**config.mk**
```make
export PLATFORM = sky130hd
export DESIGN_NAME = svc_rv_bram_arb_flat
export DESIGN_NICKNAME = d
export VERILOG_FILES = /design/src/rtl/svc_rv_mem_pkg.sv /design/src/rtl/svc_rv_bram_arb_if.sv /design/src/rtl/svc_arb_rr2.sv /design/src/rtl/svc_rv_bram_arb.sv /design/src/flat_wrapper.sv
export SDC_FILE = /design/constraint.sdc
export NUM_CORES = 1
export LEC_CHECK = 0
export ABC_CLOCK_PERIOD_IN_PS = 2450
export BUFFER_PORTS_ARGS = -buffer_cell sky130_fd_sc_hd__buf_2
export CAP_MARGIN = 5
export CORE_AREA = 4 4 79 81
export DETAILED_ROUTE_END_ITERATION = 6
export DIE_AREA = 0 0 83 85
export HOLD_SLACK_MARGIN = 0.1
export PLACE_DENSITY = 0.67
export SYNTH_ARGS = -nofsm -noshare
export SYNTH_HDL_FRONTEND = slang
export SYNTH_SLANG_ARGS = --single-unit
```
**constraint.sdc**
```tcl
create_clock -name clk -period 2.45 [get_ports clk]
set_input_delay 0.245 -clock clk [delete_from_list [all_inputs] [get_ports clk]]
set_output_delay 0.245 -clock clk [all_outputs]
set_load 0.005 [all_outputs]
```
**src/rtl/svc_rv_mem_pkg.sv**
```systemverilog
// Shared types and constants for the BRAM arbiter slice.
package svc_rv_mem_pkg;

  // Data and address widths the request struct is built for.
  localparam int MEM_XLEN = 32;
  localparam int MEM_AW   = 10;
  localparam int MEM_SW   = MEM_XLEN / 8;

  // Requester indices.
  localparam int PORT_CPU = 0;
  localparam int PORT_DBG = 1;

  // One memory request as seen by the BRAM.
  typedef struct packed {
    logic                we;
    logic [MEM_AW-1:0]   addr;
    logic [MEM_XLEN-1:0] wdata;
    logic [MEM_SW-1:0]   wstrb;
  } mem_req_t;

endpackage

```
**src/rtl/svc_rv_bram_arb_if.sv**
```systemverilog
// Two-requester request/response bus plus the BRAM-facing signals.
interface svc_rv_bram_arb_if #(
  parameter int XLEN = 32,
  parameter int AW   = 10
);
  localparam int SW = XLEN / 8;

  // Requester side, one lane per port.
  logic [1:0]           p_valid;
  logic [1:0]           p_ready;
  logic [1:0]           p_we;
  logic [1:0][AW-1:0]   p_addr;
  logic [1:0][XLEN-1:0] p_wdata;
  logic [1:0][SW-1:0]   p_wstrb;
  logic [1:0]           p_rvalid;
  logic [XLEN-1:0]      p_rdata;

  // BRAM side.
  logic                 mem_en;
  logic [SW-1:0]        mem_wstrb;
  logic [AW-1:0]        mem_addr;
  logic [XLEN-1:0]      mem_wdata;
  logic [XLEN-1:0]      mem_rdata;

  // The arbiter.
  modport slave (
    input  p_valid, p_we, p_addr, p_wdata, p_wstrb, mem_rdata,
    output p_ready, p_rvalid, p_rdata, mem_en, mem_wstrb, mem_addr, mem_wdata
  );

  // The environment: requesters plus the BRAM macro.
  modport master (
    output p_valid, p_we, p_addr, p_wdata, p_wstrb, mem_rdata,
    input  p_ready, p_rvalid, p_rdata, mem_en, mem_wstrb, mem_addr, mem_wdata
  );

endinterface

```
**src/rtl/svc_arb_rr2.sv**
```systemverilog
// Two-way grant logic: fixed CPU priority with a starvation escape, or round-robin.
module svc_arb_rr2 #(
  parameter int CPU_PRIO   = 1,
  parameter int MAX_STARVE = 4
) (
  input  logic       clk,
  input  logic       rst,
  input  logic [1:0] req,
  output logic [1:0] gnt
);

  localparam int SW = $clog2(MAX_STARVE + 1);

  logic [SW-1:0] starve_cnt_reg;
  logic [SW-1:0] starve_cnt_next;
  logic          last_gnt_reg;   // 1 = port 1 won the last contested cycle
  logic          last_gnt_next;
  logic          starved;

  // Grant selection and next arbiter state; no grant at all while in reset.
  always_comb begin
    gnt             = 2'b00;
    starve_cnt_next = starve_cnt_reg;
    last_gnt_next   = last_gnt_reg;
    starved         = (starve_cnt_reg == SW'(MAX_STARVE));

    if (!rst) begin
      if (CPU_PRIO != 0) begin
        if (req[1] && starved)  gnt = 2'b10;
        else if (req[0])        gnt = 2'b01;
        else if (req[1])        gnt = 2'b10;
      end else begin
        if (req == 2'b11)       gnt = last_gnt_reg ? 2'b01 : 2'b10;
        else                    gnt = req;
      end
    end

    // Count consecutive lost cycles of port 1, saturating at the limit.
    if (req[1] && !gnt[1]) begin
      if (!starved) starve_cnt_next = starve_cnt_reg + SW'(1);
    end else begin
      starve_cnt_next = '0;
    end

    // Only a contested grant moves the round-robin pointer.
    if (req == 2'b11 && gnt != 2'b00) last_gnt_next = gnt[1];
  end

  // Arbiter state; port 1 is "last" after reset so port 0 wins the first tie.
  always_ff @(posedge clk) begin
    if (rst) begin
      starve_cnt_reg <= '0;
      last_gnt_reg   <= 1'b1;
    end else begin
      starve_cnt_reg <= starve_cnt_next;
      last_gnt_reg   <= last_gnt_next;
    end
  end

endmodule

```
**src/rtl/svc_rv_bram_arb.sv**
```systemverilog
// Shares one single-port BRAM between the core data port and a debug master.
module svc_rv_bram_arb
  import svc_rv_mem_pkg::*;
#(
  parameter int XLEN       = MEM_XLEN,
  parameter int AW         = MEM_AW,
  parameter int CPU_PRIO   = 1,
  parameter int MAX_STARVE = 4
) (
  input  logic              clk,
  input  logic              rst,
  svc_rv_bram_arb_if.slave  bus
);

  // The request struct is sized from the package; other widths are rejected.
  if (XLEN != MEM_XLEN || AW != MEM_AW) begin : g_width_check
    $error("svc_rv_bram_arb: XLEN/AW must match svc_rv_mem_pkg");
  end

  logic [1:0] gnt;
  logic       win_port;
  mem_req_t   port_req [2];
  mem_req_t   win_req;
  logic       pending_reg;  // a read was accepted last cycle
  logic       owner_reg;    // port that owns the in-flight read

  svc_arb_rr2 #(
    .CPU_PRIO   (CPU_PRIO),
    .MAX_STARVE (MAX_STARVE)
  ) u_arb (
    .clk (clk),
    .rst (rst),
    .req (bus.p_valid),
    .gnt (gnt)
  );

  // Gather each port's fields into a request record.
  for (genvar gi = 0; gi < 2; gi++) begin : g_port
    assign port_req[gi] = '{
      we:    bus.p_we[gi],
      addr:  bus.p_addr[gi],
      wdata: bus.p_wdata[gi],
      wstrb: bus.p_wstrb[gi]
    };
    assign bus.p_rvalid[gi] = pending_reg & ~rst & (owner_reg == 1'(gi));
  end

  // Route the winner's request to the BRAM.
  always_comb begin
    win_port = gnt[PORT_DBG];
    win_req  = port_req[win_port];
  end

  assign bus.p_ready   = gnt;
  assign bus.mem_en    = |gnt;
  assign bus.mem_addr  = win_req.addr;
  assign bus.mem_wdata = win_req.wdata;
  assign bus.mem_wstrb = (bus.mem_en && win_req.we) ? win_req.wstrb : '0;
  assign bus.p_rdata   = bus.mem_rdata;

  // Remember who owns the read in flight so its data returns to that port.
  always_ff @(posedge clk) begin
    if (rst) begin
      pending_reg <= 1'b0;
      owner_reg   <= 1'(PORT_CPU);
    end else begin
      pending_reg <= bus.mem_en & ~win_req.we;
      owner_reg   <= win_port;
    end
  end

endmodule
```
**src/flat_wrapper.sv**
```systemverilog
// flat-port wrapper written by rule: the top's interface ports become plain ports
module svc_rv_bram_arb_flat import svc_rv_mem_pkg::*;
#(
  parameter int XLEN       = MEM_XLEN,
  parameter int AW         = MEM_AW,
  parameter int CPU_PRIO   = 1,
  parameter int MAX_STARVE = 4
)
  (clk, rst, bus_p_valid, bus_p_we, bus_p_addr, bus_p_wdata, bus_p_wstrb, bus_mem_rdata, bus_p_ready, bus_p_rvalid, bus_p_rdata, bus_mem_en, bus_mem_wstrb, bus_mem_addr, bus_mem_wdata);
  svc_rv_bram_arb_if #(.XLEN(XLEN), .AW(AW)) bus_i ();
  input  logic clk;
  input  logic rst;
  input wire logic [$bits(bus_i.p_valid)-1:0] bus_p_valid;
  input wire logic [$bits(bus_i.p_we)-1:0] bus_p_we;
  input wire logic [$bits(bus_i.p_addr)-1:0] bus_p_addr;
  input wire logic [$bits(bus_i.p_wdata)-1:0] bus_p_wdata;
  input wire logic [$bits(bus_i.p_wstrb)-1:0] bus_p_wstrb;
  input wire logic [$bits(bus_i.mem_rdata)-1:0] bus_mem_rdata;
  output wire logic [$bits(bus_i.p_ready)-1:0] bus_p_ready;
  output wire logic [$bits(bus_i.p_rvalid)-1:0] bus_p_rvalid;
  output wire logic [$bits(bus_i.p_rdata)-1:0] bus_p_rdata;
  output wire logic [$bits(bus_i.mem_en)-1:0] bus_mem_en;
  output wire logic [$bits(bus_i.mem_wstrb)-1:0] bus_mem_wstrb;
  output wire logic [$bits(bus_i.mem_addr)-1:0] bus_mem_addr;
  output wire logic [$bits(bus_i.mem_wdata)-1:0] bus_mem_wdata;
  assign bus_i.p_valid = bus_p_valid;
  assign bus_i.p_we = bus_p_we;
  assign bus_i.p_addr = bus_p_addr;
  assign bus_i.p_wdata = bus_p_wdata;
  assign bus_i.p_wstrb = bus_p_wstrb;
  assign bus_i.mem_rdata = bus_mem_rdata;
  assign bus_p_ready = bus_i.p_ready;
  assign bus_p_rvalid = bus_i.p_rvalid;
  assign bus_p_rdata = bus_i.p_rdata;
  assign bus_mem_en = bus_i.mem_en;
  assign bus_mem_wstrb = bus_i.mem_wstrb;
  assign bus_mem_addr = bus_i.mem_addr;
  assign bus_mem_wdata = bus_i.mem_wdata;
  svc_rv_bram_arb #(.XLEN(XLEN), .AW(AW), .CPU_PRIO(CPU_PRIO), .MAX_STARVE(MAX_STARVE)) u_core (.clk(clk), .rst(rst), .bus(bus_i));
endmodule
```
; ---- Word level (Yosys, flattened, before mapping)
; Index checks and enable logic that the tools add are counted.
; Widths: inputs -> output; s select.
[word_totals]
reg_bits = 5
inputBits = 130
word_cells = 29
[classes]
addsub = 1
order_cmp = 1
n_eq_ne = 1
n_mux = 8
bitwise_logic = 9
reduce_logical = 6
[ops]
columns = cell, count
row1 = $mux 47, 3
row2 = $mux 2, 4
row3 = $and 1x1->1, 4
row4 = $mux 4, 1
row5 = $not 1->1, 4
row6 = $reduce_or 2->1, 2
row7 = $add 3x1->3 const B, 1
row8 = $eq 3x3->1 const B, 1
row9 = $logic_and 1x1->1, 3
row10 = $ge 2x2->1 const B, 1
row11 = $not 1->2, 1
row12 = $logic_not 1->1, 1

; ---- Longest topological paths before layout
[depth]
depth_word = 10
mapped_depth = 7

; ---- Hierarchy
; Synthesis repeated with hierarchy kept, for this count alone.
[unflattened]
cells_unflattened = 119
hier_area_um2 = 1079.8
[modules_own_cells]
columns = mod, instances, cells_per_inst, area_per_inst_um2
row1 = svc_rv_bram_arb, 1, 101, 908.4
row2 = svc_arb_rr2, 1, 18, 171.4

; ---- Worst setup path after synthesis
; No wires, ideal clock.
[synth_timing]
kind = register to output
startpoint = register u_core.u_arb.starve_cnt_reg[0]
endpoint = output port bus_mem_addr[0]
t_arrival_ns = 1.448
required_ns = 2.205
slack_ns = 0.757
stages_incl_launch_ff = 8
path_cell_list = dfxtp_1 inv_1 ha_1 a21boi_4 nor2_4 buf_6 buf_12 mux2_4
[synth_between]
elab_chain_cells = 8
[synth_lines]
columns = element, line
row1 = start: declaration, svc_arb_rr2.sv:14  ; logic [SW-1:0] starve_cnt_reg;
row2 = start signal: assignment, svc_arb_rr2.sv:55  ; starve_cnt_reg <= starve_cnt_next;
row3 = $eq 3x3->1, svc_arb_rr2.sv:25  ; starved = (starve_cnt_reg == SW'(MAX_STARVE));
row4 = $logic_and 1x1->1, svc_arb_rr2.sv:29  ; if (req[1] && starved) gnt = 2'b10;
row5 = $mux 2, svc_arb_rr2.sv:29
row6 = $mux 2, svc_arb_rr2.sv:27  ; if (!rst) begin
row7 = $not 1->2 (implied by the code), svc_rv_bram_arb.sv:51  ; win_req = port_req[win_port];
row8 = $mux 47 (implied by the code) (3 in series), svc_rv_bram_arb.sv:51
row9 = end: declaration, flat_wrapper.sv:24  ; output wire logic [$bits(bus_i.mem_addr)-1:0] bus_mem_addr;
; Every way passes these cells. The select of a mux whose other input is x is not followed.

; ---- Worst setup path in the final report
[layout_timing]
startpoint = register u_core.u_arb.starve_cnt_reg[0]
endpoint = output port bus_mem_wdata[4]
[layout_between]
elab_chain_cells = 8
[layout_lines]
columns = element, line
row1 = $eq 3x3->1, svc_arb_rr2.sv:25
row2 = $logic_and 1x1->1, svc_arb_rr2.sv:29
row3 = $mux 2, svc_arb_rr2.sv:29
row4 = $mux 2, svc_arb_rr2.sv:27
row5 = $not 1->2 (implied by the code), svc_rv_bram_arb.sv:51
row6 = $mux 47 (implied by the code) (3 in series), svc_rv_bram_arb.sv:51
row7 = end: declaration, flat_wrapper.sv:25  ; output wire logic [$bits(bus_i.mem_wdata)-1:0] bus_mem_wdata;
; Every way passes these cells. The select of a mux whose other input is x is not followed.

==> results_dict.tcl <==
set metrics [dict create \
    status "finished, final reports clean" \
    area_delta_synth_final_pct 49.7 \
    p_per_area_mw_per_mm2 270 \
    grt.busiest_layer "met2" \
    die_y_um 85 \
    die-area_mm2 0.00706 \
    met3_usage 0.0398 \
    syn_nets 248 \
    finalMaxSlewViolations 0 \
    post_cts_buffers 0 \
    grt.met2_usage 0.171 \
    grtUsageMet1 0.0970 \
    required_ps 2200 \
    grt_use_total 0.0945 \
    via_count 1260 \
    io_pins 213 \
    maxCapViolCount 0 \
    end_kind "output pin" \
    place_hpwl_um 3270 \
    grt_pass1_wl_um 5700 \
    setup_viol 0 \
    syn_inst 116 \
    gp_congestion 0.832 \
    antennaDiodeCount 0 \
    firstDrtPassIters 2 \
    power_uw 477 \
    slew_headroom 0.725 \
    ctsResizeCount 0 \
    final_layout_size_suffix_gt1_frac 0.858 \
    ys.warnings.count 0 \
    max_clock_freq_mhz 462 \
    drc_errors 0 \
    htreeDepth 1 \
    cts_tree "built" \
    reg2reg_slack_ps 890 \
    critPathLaunchType "flop" \
    wl_um 3640 \
    synth_seq_area_share 0.0850 \
    row_count 27 \
    hold_slack_ps 316 \
    rsz0062_at_grt "false" \
    crit_arrival_ps 1920 \
    stdcell_count 305 \
    clk_latency_ps 220 \
    postRouteAntennaNets 0 \
    crit_type "flop to output pin" \
    grt_overflow_total 0 \
    period_minus_slack_ps 2170 \
    yosys.cell_types.count 22 \
    irDropWorstVdd_mv 0.145 \
    synthTopCellsByArea "mux2_2, buf_4, mux2_4" \
    tightest_slew_ps 413 \
    start_util 0.215 \
    finalClockSkew_ps 1.54 \
    die_w_um 83 \
    crit_fanout 25 \
    post_synth.cell_area_avg_um2 10.1 \
    clock_path_buffers 2 \
    min_period_over_period 0.884 \
    ys_ff_latch 5 \
    final_util 0.322 \
    clkSlewWorstSetupHoldPaths_ps 40 \
    tns_ps 0 \
    grt_pass1_vias 1298 \
    dp.cells 301 \
    syn_area_mm2 0.00118 \
    cts-root-buf "clkbuf_8" \
    largest_reg_flops 3 \
    core_mm2 0.00547 \
    min_path_type "primary input to flop" \
    hold_viol 0 \
    antenna_found_initial 0 \
    clock-sinks 5 \
    synth_top_area_cell "mux2_2" \
    routed_via_density 4.13 \
    numCtsBuffers 3 \
    ctsHoldBuffers 0 \
    nets 366 \
    drt_iter0_drc 18 \
    grt_max_degree 26 \
    leakage_nw 0.967 \
    io_buffer_count 148 \
    wl_per_cell_um 11.9 \
    yosys.area.top_type_share 0.268 \
]
## final timing paths
path	start	to	depth (start not counted)
worst max-delay path	u_core.u_arb.starve_cnt_reg[0]$_SDFFE_PP0P_	bus_mem_wdata[4]	7
worst min-delay path	bus_p_we[1]	u_core.pending_reg$_SDFF_PP0_	2
worst max register to register	u_core.u_arb.starve_cnt_reg[0]$_SDFFE_PP0P_	u_core.pending_reg$_SDFF_PP0_	6
worst min register to register	u_core.u_arb.starve_cnt_reg[0]$_SDFFE_PP0P_	u_core.u_arb.starve_cnt_reg[0]$_SDFFE_PP0P_	1
## cells in the mapped netlist
cell type,instances
dfxtp_1,5
nor2_4,1
nand2b_1,1
o21ba_2,1
nand2_1,4
nor2_1,2
and4b_1,1
or2b_1,1
buf_12,2
buf_6,1
and3b_1,1
ha_1,2
mux2i_1,6
buf_4,34
mux2_2,28
a21boi_4,1
nand2b_2,1
a31oi_1,1
nand3_1,4
inv_1,2
nor3b_1,3
mux2_4,14
## logic make-up (layout without fill, tap and decap cells)
logic type	after synthesis	after routing	synth area share
adders and majority gates	2	2	0.0213
DFF	5	5	0.0850
buffers and inverters	39	156	0.267
muxes	48	48	0.497
AOI/OAI and AO/OA	3	3	0.0298
and+or+nand+nor	19	19	0.0999
## per-layer routing
layer,share of wire,vias to the layer above,wire length (um)
met1,0.36,539,1300
li1,-,608,-
met3,0.14,10,507
met4,0.024,0,87
met2,0.48,103,1750
met5,0,-,0
## placed cells by master (no fill, tap or decap)
master    netlist  final
a21boi_4        1      1
a31oi_1         1      1
and3b_1         1      1
and4b_1         1      1
buf_2           0    148
buf_4          34      2
clkbuf_8        0      3
clkinv_2        0      1
dfxtp_1         5      5
ha_1            2      2
inv_1           2      2
mux2_2         28     28
mux2_4         14     14
mux2i_1         6      6
nand2_1         4      4
nand2b_1        1      1
nand2b_2        1      1
nand3_1         4      4
nor2_1          2      2
nor2_4          1      1
nor3b_1         3      3
o21ba_2         1      1
or2b_1          1      1
## area by class of cell
| type | instances | area (um^2) |
|---|---|---|
| inverters | 2 | 7.51 |
| repair buffers | 150 | 756 |
| flip-flops and latches | 5 | 100 |
| well taps | 72 | 90.1 |
| clock inverters | 1 | 5.00 |
| multi-input cells | 72 | 763 |
| fillers | 594 | 3710 |
| clock buffers | 3 | 41.3 |
## critical path: stages, from the launching register on
cell and delay [ps]:
dfxtp_1 320, inv_1 60, ha_1 220, a21boi_4 100, nor2_4 110, buf_4 370, mux2_2 380, buf_2 120
## where the power goes
| group | total, mW | switching [mW] | leakage, nW | internal, mW |
|---|---|---|---|---|
| Sequential | 0.0860 | 0.00135 | 0.0409 | 0.0847 |
| Clock | 0.151 | 0.0417 | 0.0255 | 0.109 |
| Combinational | 0.240 | 0.0845 | 0.901 | 0.155 |
| Total | 0.477 | 0.128 | 0.967 | 0.349 |
## stage by stage
step	cell area, um^2	worst slack [ps]
2_1_floorplan	1180	757
5_1_grt	1760	138
3_3_place_gp	1720	557
3_5_place_dp	1720	508
6_report	1760	285
4_1_cts	1760	268
(Power assumes the default switching activity.)
